--- src/rtl/itype_issue_writeback.sv ---
// I-type ALU front/back end: fetch, decode, operand issue, writeback, trap.
// Owns the integer register file; the ALU itself sits outside this block.
module itype_issue_writeback #(
    parameter logic [31:0] RESET_PC         = 32'h0000_0000,
    parameter logic [6:0]  INSTR_ALU_OPCODE = 7'b0010011
) (
    input  logic        clk,
    input  logic        reset_n,
    output logic        instr_req,
    output logic [31:0] instr_addr,
    input  logic        instr_valid,
    input  logic [31:0] instr_data,
    output logic [6:0]  opcode,
    output logic [2:0]  subfunction_3,
    output logic [31:0] input_register_value,
    output logic [31:0] itype_immediate,
    input  logic        alu_active,
    input  logic        decoding_error,
    input  logic [31:0] result_to_write_rd,
    output logic        halted,
    output logic [31:0] trap_pc,
    output logic [31:0] retired_count,
    input  logic [4:0]  dbg_reg_addr,
    output logic [31:0] dbg_reg_data
);

    typedef enum logic [2:0] {
        S_FETCH,
        S_DECODE,
        S_EXECUTE,
        S_WRITEBACK,
        S_TRAP
    } state_t;

    state_t      state;
    state_t      state_nx;
    logic [31:0] pc;
    logic [31:0] instr;
    logic [31:0] regs [1:31];
    logic [4:0]  rs1;
    logic [4:0]  rd;
    logic [31:0] rs1_val;
    logic        take;
    logic        retire;

    assign rs1        = instr[19:15];
    assign rd         = instr[11:7];
    assign rs1_val    = (rs1 == 5'd0) ? 32'd0 : regs[rs1];
    assign instr_addr = pc;

    assign dbg_reg_data = (dbg_reg_addr == 5'd0) ? 32'd0 : regs[dbg_reg_addr];

    // A fetch is only accepted once the request is actually visible
    assign take = (state == S_FETCH) && instr_req && instr_valid;

    always_comb begin
        state_nx = state;
        retire   = 1'b0;
        unique case (state)
            S_FETCH: begin
                if (take) state_nx = S_DECODE;
            end
            S_DECODE: begin
                if (instr[6:0] == INSTR_ALU_OPCODE) state_nx = S_EXECUTE;
                else state_nx = S_TRAP;
            end
            S_EXECUTE: begin
                state_nx = S_WRITEBACK;
            end
            S_WRITEBACK: begin
                if (decoding_error) begin
                    state_nx = S_TRAP;
                end else if (alu_active) begin
                    state_nx = S_FETCH;
                    retire   = 1'b1;
                end
            end
            S_TRAP: begin
                state_nx = S_TRAP;
            end
            default: begin
                state_nx = S_TRAP;
            end
        endcase
    end

    always_ff @(posedge clk or negedge reset_n) begin
        if (!reset_n) begin
            state                <= S_FETCH;
            pc                   <= RESET_PC;
            instr                <= '0;
            instr_req            <= 1'b0;
            opcode               <= '0;
            subfunction_3        <= '0;
            input_register_value <= '0;
            itype_immediate      <= '0;
            halted               <= 1'b0;
            trap_pc              <= '0;
            retired_count        <= '0;
        end else begin
            state     <= state_nx;
            instr_req <= (state_nx == S_FETCH);
            // Opcode is live only in EXECUTE so the ALU fires exactly once
            opcode    <= (state_nx == S_EXECUTE) ? INSTR_ALU_OPCODE : 7'd0;
            if (take) begin
                instr <= instr_data;
            end
            if (state == S_DECODE && state_nx == S_EXECUTE) begin
                subfunction_3        <= instr[14:12];
                input_register_value <= rs1_val;
                itype_immediate      <= {{20{instr[31]}}, instr[31:20]};
            end
            if (retire) begin
                pc            <= pc + 32'd4;
                retired_count <= retired_count + 32'd1;
            end
            if (state != S_TRAP && state_nx == S_TRAP) begin
                halted  <= 1'b1;
                trap_pc <= pc;
            end
        end
    end

    always_ff @(posedge clk or negedge reset_n) begin
        if (!reset_n) begin
            for (int i = 1; i < 32; i++) begin
                regs[i] <= '0;
            end
        end else if (retire && rd != 5'd0) begin
            regs[rd] <= result_to_write_rd;
        end
    end

endmodule

--- config.mk ---
export PLATFORM = sky130hd
export DESIGN_NAME = itype_issue_writeback
export DESIGN_NICKNAME = d
export VERILOG_FILES = /design/src/rtl/itype_issue_writeback.sv
export SDC_FILE = /design/constraint.sdc
export NUM_CORES = 2
export LEC_CHECK = 0
export CAP_MARGIN = 20
export CORE_MARGIN = 8
export CORE_UTILIZATION = 26
export CTS_CLUSTER_SIZE = 24
export DETAILED_ROUTE_END_ITERATION = 8
export GPL_ROUTABILITY_DRIVEN = 0
export HOLD_SLACK_MARGIN = 0.02
export PLACE_DENSITY = 0.39
export REMOVE_ABC_BUFFERS = 1
export SLEW_MARGIN = 20
export SYNTH_ARGS = -nofsm -noshare
export SYNTH_HDL_FRONTEND = slang
export SYNTH_SLANG_ARGS = --single-unit
--- constraint.sdc ---
create_clock -name clk -period 5.4 [get_ports clk]
set_clock_uncertainty 0.2 [all_clocks]
set_input_delay 0.81 -clock clk [delete_from_list [all_inputs] [get_ports clk]]
set_output_delay 0.81 -clock clk [all_outputs]
set_load 0.03 [all_outputs]
==> flow_metrics.py <==
metrics = {
    "run_status": {
        "status": "finished clean",
    },
    "global_route": {
        "grt-ovfl-total": 0,
        "grt_max_degree": 121,
        "grt_pass1_wl_mm": 311,
        "grt_usage": 0.172,
        "grt_pass1_vias": 39700,
        "antenna_found_initial": 15,
    },
    "hold_path": {
        "hold_class": "flip-flop to flip-flop",
        "hold_depth": 2,
    },
    "clock_network": {
        "post_cts_buffers": 0,
        "cts_tree": "done",
        "cts_max_path_buffers": 3,
        "cts_buffers": 150,
        "cts_root_buf": "clkbuf_16",
        "clock_latency_ns": 0.80,
        "path_clk_slew_ns": 0.05,
        "clock_sinks": 1169,
        "cts_htree_levels": 4,
    },
    "timing": {
        "finalWorstSetupSlack_ns": 1.08,
        "worst_pin_slew_ns": 1.10,
        "period_minus_slack_ns": 4.32,
        "timing.slew.headroom": 0.261,
        "rsz0062_at_grt": "false",
        "drv_slew": 0,
        "setup_viol": 0,
        "hold_violations": 0,
        "max_freq_mhz": 231,
        "tns_ns": 0,
        "finalCritPeriodShare": 0.800,
        "timing.hold.ws_ns": 0.259,
    },
    "floorplanning": {
        "dieWidth_um": 497,
        "io_pins": 278,
        "dieArea_um2": 247000,
        "core_region_area_um2": 230000,
        "rows": 176,
        "start_util": 0.261,
        "die_y_um": 497,
    },
    "yosys": {
        "ys_seq_elements": 1169,
        "ys_warn_count": 0,
        "synth.distinct_cells": 48,
        "synthesis.area_um2": 60100,
        "seq_area_frac_synth": 0.487,
        "netlist_instances": 4097,
        "syn_avg_cell_area_um2": 14.7,
    },
    "layout": {
        "layout_commonest_cell": "dfrtp_1",
        "nNetsFinal": 4318,
        "syn2layout_area_growth_pct": 19.3,
        "drive_above_1_share": 0.446,
        "final_cell_area_um2": 71700,
        "final_util": 0.312,
        "nFillCells": 22800,
        "layout_common_cells": "dfrtp_1, mux2_2, mux4_2, mux2i_1, clkdlybuf4s50_1",
    },
    "setup_path": {
        "crit_type": "input pin to output port",
        "crit_fanout": 56,
        "startpoint_type": "input pin",
        "crit_required_ns": 4.39,
        "arrival_ns": 3.31,
        "endpoint_kind": "output port",
        "ff2ff_path_depth": 6,
    },
    "detailed_routing": {
        "m1WireLength_mm": 100,
        "drtAntennaViolNets": 0,
        "first_pass_iters": 5,
        "wl_met2_mm": 97.3,
        "viasPerCell": 5.13,
        "drc_errors": 0,
        "routed-wl-met3_mm": 11.9,
        "top_layer": "met5",
        "drt_first_iter_violations": 2260,
        "wl_mm": 214,
        "wl_per_cell_um": 29.0,
        "vias": 37900,
    },
    "placement": {
        "pre_cts_ws_ns": 0.911,
        "place_area_um2": 66700,
        "hpwl_mm": 128,
        "port_buffers": 269,
    },
    "pwr": {
        "p_per_area_nw_per_um2": 325,
        "ir_worst_vdd_v": 0.000285,
        "p_leak_nw": 32.0,
    },
    "job": {
        "max-cap-violations": 0,
    },
}
power by group:
part           internal, mW  switching [mW]
sequential             8.90           0.345
clock                  6.03            4.10
combinational          1.38            2.55
total                  16.3            6.99
registers in the layout (all words and copies together), names as in the netlist, 3 cells and up:
signal / cells
input_register_value: 32
instr: 32
instr_addr: 30
itype_immediate: 12
regs: 992
retired_count: 32
state: 3
subfunction_3: 3
trap_pc: 30
final cells by class:
cell class	instances	area, um2	share of cell area
diodes	3	7.51	0.000105
clock buffers	236	4520	0.0631
clock inverters	37	417	0.00581
inverters	11	41.3	0.000576
multi-input cells	2490	29200	0.408
flip-flops and latches	1169	29300	0.408
well taps	3026	3790	0.0528
repair buffers	420	4400	0.0615
logic make-up after synthesis:
family | after synthesis | synth area share
muxes | 1791 | 0.408
DFF | 1169 | 0.487
buffers and inverters | 445 | 0.0315
and+or+nand+nor | 397 | 0.0319
AOI/OAI and AO/OA | 232 | 0.0320
xor gates and xnor gates | 60 | 0.00875
adders and majority gates | 2 | 0.000416
other | 1 | 0.0000624
synthesized netlist by cell type, drive strengths merged:
master | count | share of area
nor3 | 42 | 0.0035
xor2 | 23 | 0.0034
nand2 | 84 | 0.0052
mux4 | 414 | 0.16
nand3 | 21 | 0.0017
o22ai | 33 | 0.0034
nor4b | 2 | 0.00054
conb | 1 | 0.000062
nor4 | 8 | 0.00094
nand2b | 6 | 0.00062
and4 | 6 | 0.00087
a22oi | 33 | 0.0041
and3b | 1 | 0.00015
a21oi | 3 | 0.00025
xnor2 | 37 | 0.0054
and3 | 6 | 0.00062
nor2b | 4 | 0.00042
dfrtp | 1169 | 0.49
nand3b | 6 | 0.00075
or3b | 2 | 0.00029
nand4 | 24 | 0.0025
inv | 11 | 0.00069
mux2i | 229 | 0.038
nand4bb | 1 | 0.00019
a2111o | 31 | 0.0058
o221ai | 32 | 0.0047
or2 | 3 | 0.00031
nor2 | 140 | 0.0087
and2 | 32 | 0.0033
o31ai | 31 | 0.0039
nor3b | 1 | 0.00012
clkbuf | 262 | 0.016
a211o | 2 | 0.00029
mux2 | 1148 | 0.22
a221oi | 63 | 0.0092
nand4b | 3 | 0.00044
ha | 2 | 0.00042
a21o | 2 | 0.00025
buf | 172 | 0.014
or3 | 5 | 0.00052
o21ai | 2 | 0.00017
path summary, 6_finish.rpt:
check | endpoint | slack, ns | startpoint
max reg2reg | regs[759]$_DFFE_PN0P_ | 1.88 | state[2]$_DFF_PN0_
min reg2reg | subfunction_3[0]$_DFFE_PN0P_ | 0.26 | instr[12]$_DFFE_PN0P_
min | subfunction_3[0]$_DFFE_PN0P_ | 0.26 | instr[12]$_DFFE_PN0P_
min in group asynchronous | regs[347]$_DFFE_PN0P_ | 0.44 | reset_n
max in group asynchronous | regs[727]$_DFFE_PN0P_ | 3.13 | reset_n
max | dbg_reg_data[12] | 1.08 | dbg_reg_addr[3]
metrics by stage:
stage	total power, mW	cells
final	23.3	7392
after global routing	24.3	7390
after CTS	23.8	7388
after detailed placement	13.4	7114
after global placement	13.4	7114
after floorplan	11.6	3670
worst max-delay path: stages:
cell and delay (ns):
clkbuf_8 0.36, buf_12 0.53, mux2i_1 0.59, o221ai_1 0.56, buf_12 0.32
routing by layer:
metal / up-vias / global-route usage
met1: 20800 / 0.244
met5: - / 0
li1: 16000 / -
met2: 931 / 0.268
met4: 18 / 0.0410
met3: 255 / 0.0379
timing repair:
| action | 4_1_cts | 5_1_grt |
|---|---|---|
| hold buffers | 1 | 0 |
| endpoints found under the hold margin | 100 | 0 |
| resized for setup | 0 | 0 |
Note: power is estimated with default switching activity, not from simulation.
